$ cat src/rtl/z16_prog_loader_if.sv
// Host byte stream and instruction-memory write port of the Z16 program loader.
// The loader uses the slave modport; the byte source / memory side uses master.
interface z16_prog_loader_if;
    logic        i_rx_valid;
    logic [7:0]  i_rx_data;
    logic        o_rx_ready;
    logic        o_mem_wen;
    logic [15:0] o_mem_addr;
    logic [15:0] o_mem_data;

    modport master (
        output i_rx_valid,
        output i_rx_data,
        input  o_rx_ready,
        input  o_mem_wen,
        input  o_mem_addr,
        input  o_mem_data
    );

    modport slave (
        input  i_rx_valid,
        input  i_rx_data,
        output o_rx_ready,
        output o_mem_wen,
        output o_mem_addr,
        output o_mem_data
    );
endinterface

$ cat src/rtl/z16_prog_loader.sv
// Z16 program loader: parses SYNC, LEN (words), data frames into instruction memory
// and holds the CPU in reset until load completes. Z16_LOADER_CHECKSUM_EN adds an XOR checksum byte.
module z16_prog_loader #(
    parameter int          MEM_BYTES = 512,
    parameter logic [7:0]  SYNC_BYTE = 8'hA5
) (
    input  logic               i_clk,
    input  logic               i_rst,
    z16_prog_loader_if.slave   bus,
    output logic               o_cpu_rst,
    output logic               o_busy,
    output logic               o_done,
    output logic               o_err
);

    localparam logic [15:0] MAX_WORDS = 16'(MEM_BYTES / 2);

    typedef enum logic [2:0] {
        ST_SYNC,
        ST_LEN_LO,
        ST_LEN_HI,
        ST_DATA_LO,
        ST_DATA_HI,
        ST_DONE,
        ST_ERR
`ifdef Z16_LOADER_CHECKSUM_EN
        , ST_CSUM
`endif
    } state_t;

`ifdef Z16_LOADER_CHECKSUM_EN
    localparam state_t END_STATE = ST_CSUM;
`else
    localparam state_t END_STATE = ST_DONE;
`endif

    state_t      state_q, state_d;
    logic [15:0] len_q, len_d;
    logic [15:0] idx_q, idx_d;
    logic [7:0]  lo_q, lo_d;
    logic        wen_d;
    logic [15:0] addr_d;
    logic [15:0] data_d;
    logic        ready_d;
    logic        accept;
`ifdef Z16_LOADER_CHECKSUM_EN
    logic [7:0]  csum_q, csum_d;
`endif

    assign accept = bus.i_rx_valid && bus.o_rx_ready;

    // Next-state and datapath decode; a write is issued the cycle after the high byte lands
    always_comb begin
        state_d = state_q;
        len_d   = len_q;
        idx_d   = idx_q;
        lo_d    = lo_q;
        wen_d   = 1'b0;
        addr_d  = bus.o_mem_addr;
        data_d  = bus.o_mem_data;
`ifdef Z16_LOADER_CHECKSUM_EN
        csum_d  = csum_q;
`endif
        case (state_q)
            ST_SYNC: begin
                if (accept && bus.i_rx_data == SYNC_BYTE) begin
                    state_d = ST_LEN_LO;
                end
            end
            ST_LEN_LO: begin
                if (accept) begin
                    len_d   = {8'h00, bus.i_rx_data};
                    state_d = ST_LEN_HI;
                end
            end
            ST_LEN_HI: begin
                if (accept) begin
                    len_d = {bus.i_rx_data, len_q[7:0]};
                    idx_d = 16'h0000;
`ifdef Z16_LOADER_CHECKSUM_EN
                    csum_d = 8'h00;
`endif
                    if (len_d == 16'h0000) begin
                        state_d = END_STATE;
                    end else if (len_d > MAX_WORDS) begin
                        state_d = ST_ERR;
                    end else begin
                        state_d = ST_DATA_LO;
                    end
                end
            end
            ST_DATA_LO: begin
                if (accept) begin
                    lo_d    = bus.i_rx_data;
`ifdef Z16_LOADER_CHECKSUM_EN
                    csum_d  = csum_q ^ bus.i_rx_data;
`endif
                    state_d = ST_DATA_HI;
                end
            end
            ST_DATA_HI: begin
                if (accept) begin
                    wen_d  = 1'b1;
                    addr_d = {idx_q[14:0], 1'b0};
                    data_d = {bus.i_rx_data, lo_q};
`ifdef Z16_LOADER_CHECKSUM_EN
                    csum_d = csum_q ^ bus.i_rx_data;
`endif
                    idx_d  = idx_q + 16'd1;
                    if (idx_d == len_q) begin
                        state_d = END_STATE;
                    end else begin
                        state_d = ST_DATA_LO;
                    end
                end
            end
`ifdef Z16_LOADER_CHECKSUM_EN
            ST_CSUM: begin
                if (accept) begin
                    state_d = (bus.i_rx_data == csum_q) ? ST_DONE : ST_ERR;
                end
            end
`endif
            ST_DONE: state_d = ST_DONE;
            ST_ERR:  state_d = ST_ERR;
            default: state_d = ST_SYNC;
        endcase
        ready_d = (state_d != ST_DONE) && (state_d != ST_ERR);
    end

    // Ready follows the next state so no byte is taken once the frame has ended;
    // status flags follow the current state and so trail the final write by one cycle
    always_ff @(posedge i_clk) begin
        if (i_rst) begin
            state_q        <= ST_SYNC;
            len_q          <= 16'h0000;
            idx_q          <= 16'h0000;
            lo_q           <= 8'h00;
`ifdef Z16_LOADER_CHECKSUM_EN
            csum_q         <= 8'h00;
`endif
            bus.o_rx_ready <= 1'b0;
            bus.o_mem_wen  <= 1'b0;
            bus.o_mem_addr <= 16'h0000;
            bus.o_mem_data <= 16'h0000;
            o_cpu_rst      <= 1'b1;
            o_busy         <= 1'b0;
            o_done         <= 1'b0;
            o_err          <= 1'b0;
        end else begin
            state_q        <= state_d;
            len_q          <= len_d;
            idx_q          <= idx_d;
            lo_q           <= lo_d;
`ifdef Z16_LOADER_CHECKSUM_EN
            csum_q         <= csum_d;
`endif
            bus.o_rx_ready <= ready_d;
            bus.o_mem_wen  <= wen_d;
            bus.o_mem_addr <= addr_d;
            bus.o_mem_data <= data_d;
            o_cpu_rst      <= (state_q != ST_DONE);
            o_busy         <= (state_q != ST_SYNC) && (state_q != ST_DONE) && (state_q != ST_ERR);
            o_done         <= (state_q == ST_DONE);
            o_err          <= (state_q == ST_ERR);
        end
    end

endmodule

$ cat src/flat_wrapper.sv
// flat-port wrapper written by rule: the top's interface ports become plain ports
module z16_prog_loader_flat 
#(
    parameter int          MEM_BYTES = 512,
    parameter logic [7:0]  SYNC_BYTE = 8'hA5
)
  (i_clk, i_rst, o_cpu_rst, o_busy, o_done, o_err, bus_i_rx_valid, bus_i_rx_data, bus_o_rx_ready, bus_o_mem_wen, bus_o_mem_addr, bus_o_mem_data);
  z16_prog_loader_if bus_i ();
  input  logic i_clk;
  input  logic i_rst;
  output logic o_cpu_rst;
  output logic o_busy;
  output logic o_done;
  output logic o_err;
  input wire logic [$bits(bus_i.i_rx_valid)-1:0] bus_i_rx_valid;
  input wire logic [$bits(bus_i.i_rx_data)-1:0] bus_i_rx_data;
  output wire logic [$bits(bus_i.o_rx_ready)-1:0] bus_o_rx_ready;
  output wire logic [$bits(bus_i.o_mem_wen)-1:0] bus_o_mem_wen;
  output wire logic [$bits(bus_i.o_mem_addr)-1:0] bus_o_mem_addr;
  output wire logic [$bits(bus_i.o_mem_data)-1:0] bus_o_mem_data;
  assign bus_i.i_rx_valid = bus_i_rx_valid;
  assign bus_i.i_rx_data = bus_i_rx_data;
  assign bus_o_rx_ready = bus_i.o_rx_ready;
  assign bus_o_mem_wen = bus_i.o_mem_wen;
  assign bus_o_mem_addr = bus_i.o_mem_addr;
  assign bus_o_mem_data = bus_i.o_mem_data;
  z16_prog_loader #(.MEM_BYTES(MEM_BYTES), .SYNC_BYTE(SYNC_BYTE)) u_core (.i_clk(i_clk), .i_rst(i_rst), .bus(bus_i), .o_cpu_rst(o_cpu_rst), .o_busy(o_busy), .o_done(o_done), .o_err(o_err));
endmodule
$ cat config.mk
export PLATFORM = sky130hd
export DESIGN_NAME = z16_prog_loader_flat
export DESIGN_NICKNAME = d
export VERILOG_FILES = /design/src/rtl/z16_prog_loader_if.sv /design/src/rtl/z16_prog_loader.sv /design/src/flat_wrapper.sv
export SDC_FILE = /design/constraint.sdc
export NUM_CORES = 1
export LEC_CHECK = 0
export ABC_CLOCK_PERIOD_IN_PS = 3200
export CORE_ASPECT_RATIO = 1.2
export CORE_UTILIZATION = 55
export DETAILED_ROUTE_END_ITERATION = 10
export PLACE_DENSITY_LB_ADDON = 0.15
export REMOVE_ABC_BUFFERS = 1
export SETUP_SLACK_MARGIN = 0.1
export SLEW_MARGIN = 5
export SYNTH_ARGS = -nofsm -noshare
export SYNTH_HDL_FRONTEND = slang
export SYNTH_SLANG_ARGS = --single-unit
$ cat constraint.sdc
create_clock -name i_clk -period 3.2 [get_ports i_clk]
set_input_delay 0.96 -clock i_clk [delete_from_list [all_inputs] [get_ports i_clk]]
set_output_delay 0.96 -clock i_clk [all_outputs]
set_load 0.005 [all_outputs]
==> metrics.yaml <==
yosys:
  yosysUniqueCellTypes: 57
  async_reset_ff_share_pct: 0
  synth_top_flop_cell: "dfxtp_1"
  syn_inst: 493
  yosysTopAreaCell: "dfxtp_1"
  synth_warnings: 0
  synth_commonest_cells: "97 x nand2_1, 80 x dfxtp_1, 71 x a21oi_1"
  avgSynthCellArea_um2: 7.74
  synth.top_cell.area_share_pct: 42.0
  synth_area_leaders: "dfxtp_1 42%, nand2_1 9.5%, a21oi_1 9.3%"
  synth_edf_count: 0
  ys_seq_area_share_pct: 42.0
  ys_seq_elements: 80
  post-synth-top-count-cell: "nand2_1"
  synth_area_mm2: 0.00382
global_route:
  track_usage_pct: 25.8
  first_global_vias: 3200
  grt_overflow: 0
  grt_max_degree: 44
  antenna_found_initial: 0
  grt_pass1_wl_um: 14800
job:
  max-cap-violations: 0
setup_path:
  cp_top_family: "simple AND/OR/NAND/NOR gates"
  timing.critical_path.buf_inv: 1
  critPathKind: "primary input to flip-flop"
  cp-end-kind: "flip-flop"
  worstPathCellList: "clkdlybuf4s50_1 > or4_4 > or4_4 > nor4_2 > o22ai_1 > a21oi_2 > a21oi_1 > nor3_2"
  cpMaxStageDelayCell: "or4_4"
  crit_fanout: 2
  slowest_delay_ps: 560
  start_kind: "primary input"
  cp.arrival_ps: 3250
  worst_path_most_repeated_cell: "or4_4"
  critPathRequiredTime_ps: 3490
sta:
  rsz0062_at_grt: "false"
  max_slew_margin_pct: 55.5
  slew_violations: 0
  hold_violations: 0
  period_share_pct: 92.3
  report.final.setup_viol: 0
  period_needed_ps: 2960
  max_freq_ghz: 0.338
  worstMarginPinSlew_ps: 668
  fin_skew_ps: 15.3
place:
  dp_hpwl_um: 6220
  gp_congestion: 0.910
  portBuffers: 47
cts:
  clk_latency_ps: 360
  clk_pin_slew_worst_paths_ps: 80
  cts_resized: 0
  cts_sinks: 80
  clock_path_buffers: 2
  cts_root_buf: "clkbuf_8"
  cts_hold_buffers: 0
  cts_buffers: 9
  cts_setup_buffers: 0
  cts_tree: "yes"
  htreeDepth: 3
floorplanning:
  chipHeight_um: 93.3
  io_pins: 49
  initial_core_util_pct: 58.1
  core_area_mm2: 0.00657
  die_w_um: 78.1
  die-area_mm2: 0.00728
  rows: 32
min_path:
  hp-class: "flip-flop to flip-flop"
final_layout:
  antenna_cells: 0
  finish.utilization_pct: 68.9
  final_nets: 539
  multi_input_area_mm2: 0.00203
  drive_gt1_share_pct: 8.29
  fillers: 578
  area_growth_pct: 18.5
  ff_latch_area_mm2: 0.00160
routing:
  drtIter0Drc: 278
  viasPerCell: 5.83
  drc: 0
  vias: 3593
  dr.pass1.iters: 5
  wl_per_cell_um: 14.6
  postRouteAntennaNets: 0
  drt_wl_total_um: 9010
pwr:
  ir_drop_uv: 288
  p_leak_nw: 1.58
  power.density_mw_per_mm2: 379
  total_power_w: 0.00172
run_status:
  outcome: "completed"
## routing by layer
layer	track usage, %	wire length [um]	vias up
li1	-	-	1776
met1	31.3	3950	1670
met2	43.3	4360	122
met3	3.71	447	25
met4	14.8	245	0
met5	0	0	-
## worst register-to-register path, stage by stage (launching register included)
cell,delay (ps)
dfxtp_1,600
nand4_1,300
nor4_2,570
mux2_2,390
a31oi_1,150
o2111ai_1,260
nor2_1,210
nor3_2,50
## area by class of cell
cell class                      count  share of cell area, %
Timing Repair Buffer               63                   13.2
Clock inverter                      5                  0.692
Tap cell                           85                   2.35
Clock buffer                       10                   3.04
Inverter                            4                  0.332
Multi-Input combinational cell    369                   44.9
Sequential cell                    80                   35.4
## kinds of logic (layout without fill, tap and decap cells)
logic type	after synthesis	in the layout	share of synthesized area, %
DFF	80	80	42.0
other	1	1	0.0982
buffers and inverters	44	82	4.82
AOI/OAI and AO/OA	116	116	17.3
and+or+nand+nor	225	225	29.1
xor gates and xnor gates	16	16	3.67
adders and majority gates	1	1	0.328
muxes	10	10	2.69
## flip-flops by register name, summed over array words and instances (netlist names)
signal and count:
u_core.bus.o_mem_data 16, u_core.idx_q 16, u_core.len_q 16, u_core.bus.o_mem_addr 15, u_core.lo_q 8, u_core.state_q 3
u_core.bus.o_mem_wen 1, u_core.bus.o_rx_ready 1, u_core.o_busy 1, u_core.o_cpu_rst 1, u_core.o_done 1, u_core.o_err 1
## cell usage in the layout, fill, tap and decap left out, drive strengths merged, types with 2 or more instances in the layout
cell type       n
nand2          97
dfxtp          80
a21oi          72
clkdlybuf4s50  46
nor2           39
nand3          26
o21ai          17
buf            17
clkbuf         10
xnor2           9
mux2i           8
nor4            8
xor2            7
nor3            7
nand3b          6
nand4           6
nor3b           5
nand2b          5
a31oi           5
inv             5
and2            4
nor2b           4
a211oi          4
or4             4
and4            3
nand4b          3
and3            3
or3             3
clkinv          3
a22oi           2
mux2            2
o2111ai         2
## path summary, 6_finish.rpt
check | startpoint | slack [ps] | to | cells after the start
max | bus_i_rx_data[1] | 240 | u_core.bus.o_rx_ready | 8
min | u_core.bus.o_mem_addr[13] | 450 | u_core.bus.o_mem_addr[13] | 2
max reg2reg | u_core.idx_q[3] | 530 | u_core.bus.o_rx_ready | 7
min reg2reg | u_core.bus.o_mem_addr[13] | 450 | u_core.bus.o_mem_addr[13] | 2
## metrics by stage
stage | setup WS, ps | std cells | hold WS [ps] | instance area [um^2] | TNS (ps)
global placement | -26.6 | 601 | 438 | 4350 | -26.6
floorplan | 435 | 453 | 425 | 3650 | 0
global route | 164 | 616 | 476 | 4520 | 0
detailed placement | -107 | 601 | 447 | 4350 | -107
CTS | 270 | 616 | 457 | 4520 | 0
finish | 245 | 616 | 454 | 4520 | 0
## power breakdown
| group | switching [W] | leakage, nW | internal (W) |
|---|---|---|---|
| sequential | 0.000000545 | 0.644 | 0.000995 |
| clock | 0.000368 | 0.0883 | 0.000297 |
| combinational | 0.0000322 | 0.845 | 0.0000235 |
Power figures use the tool's default switching activity.
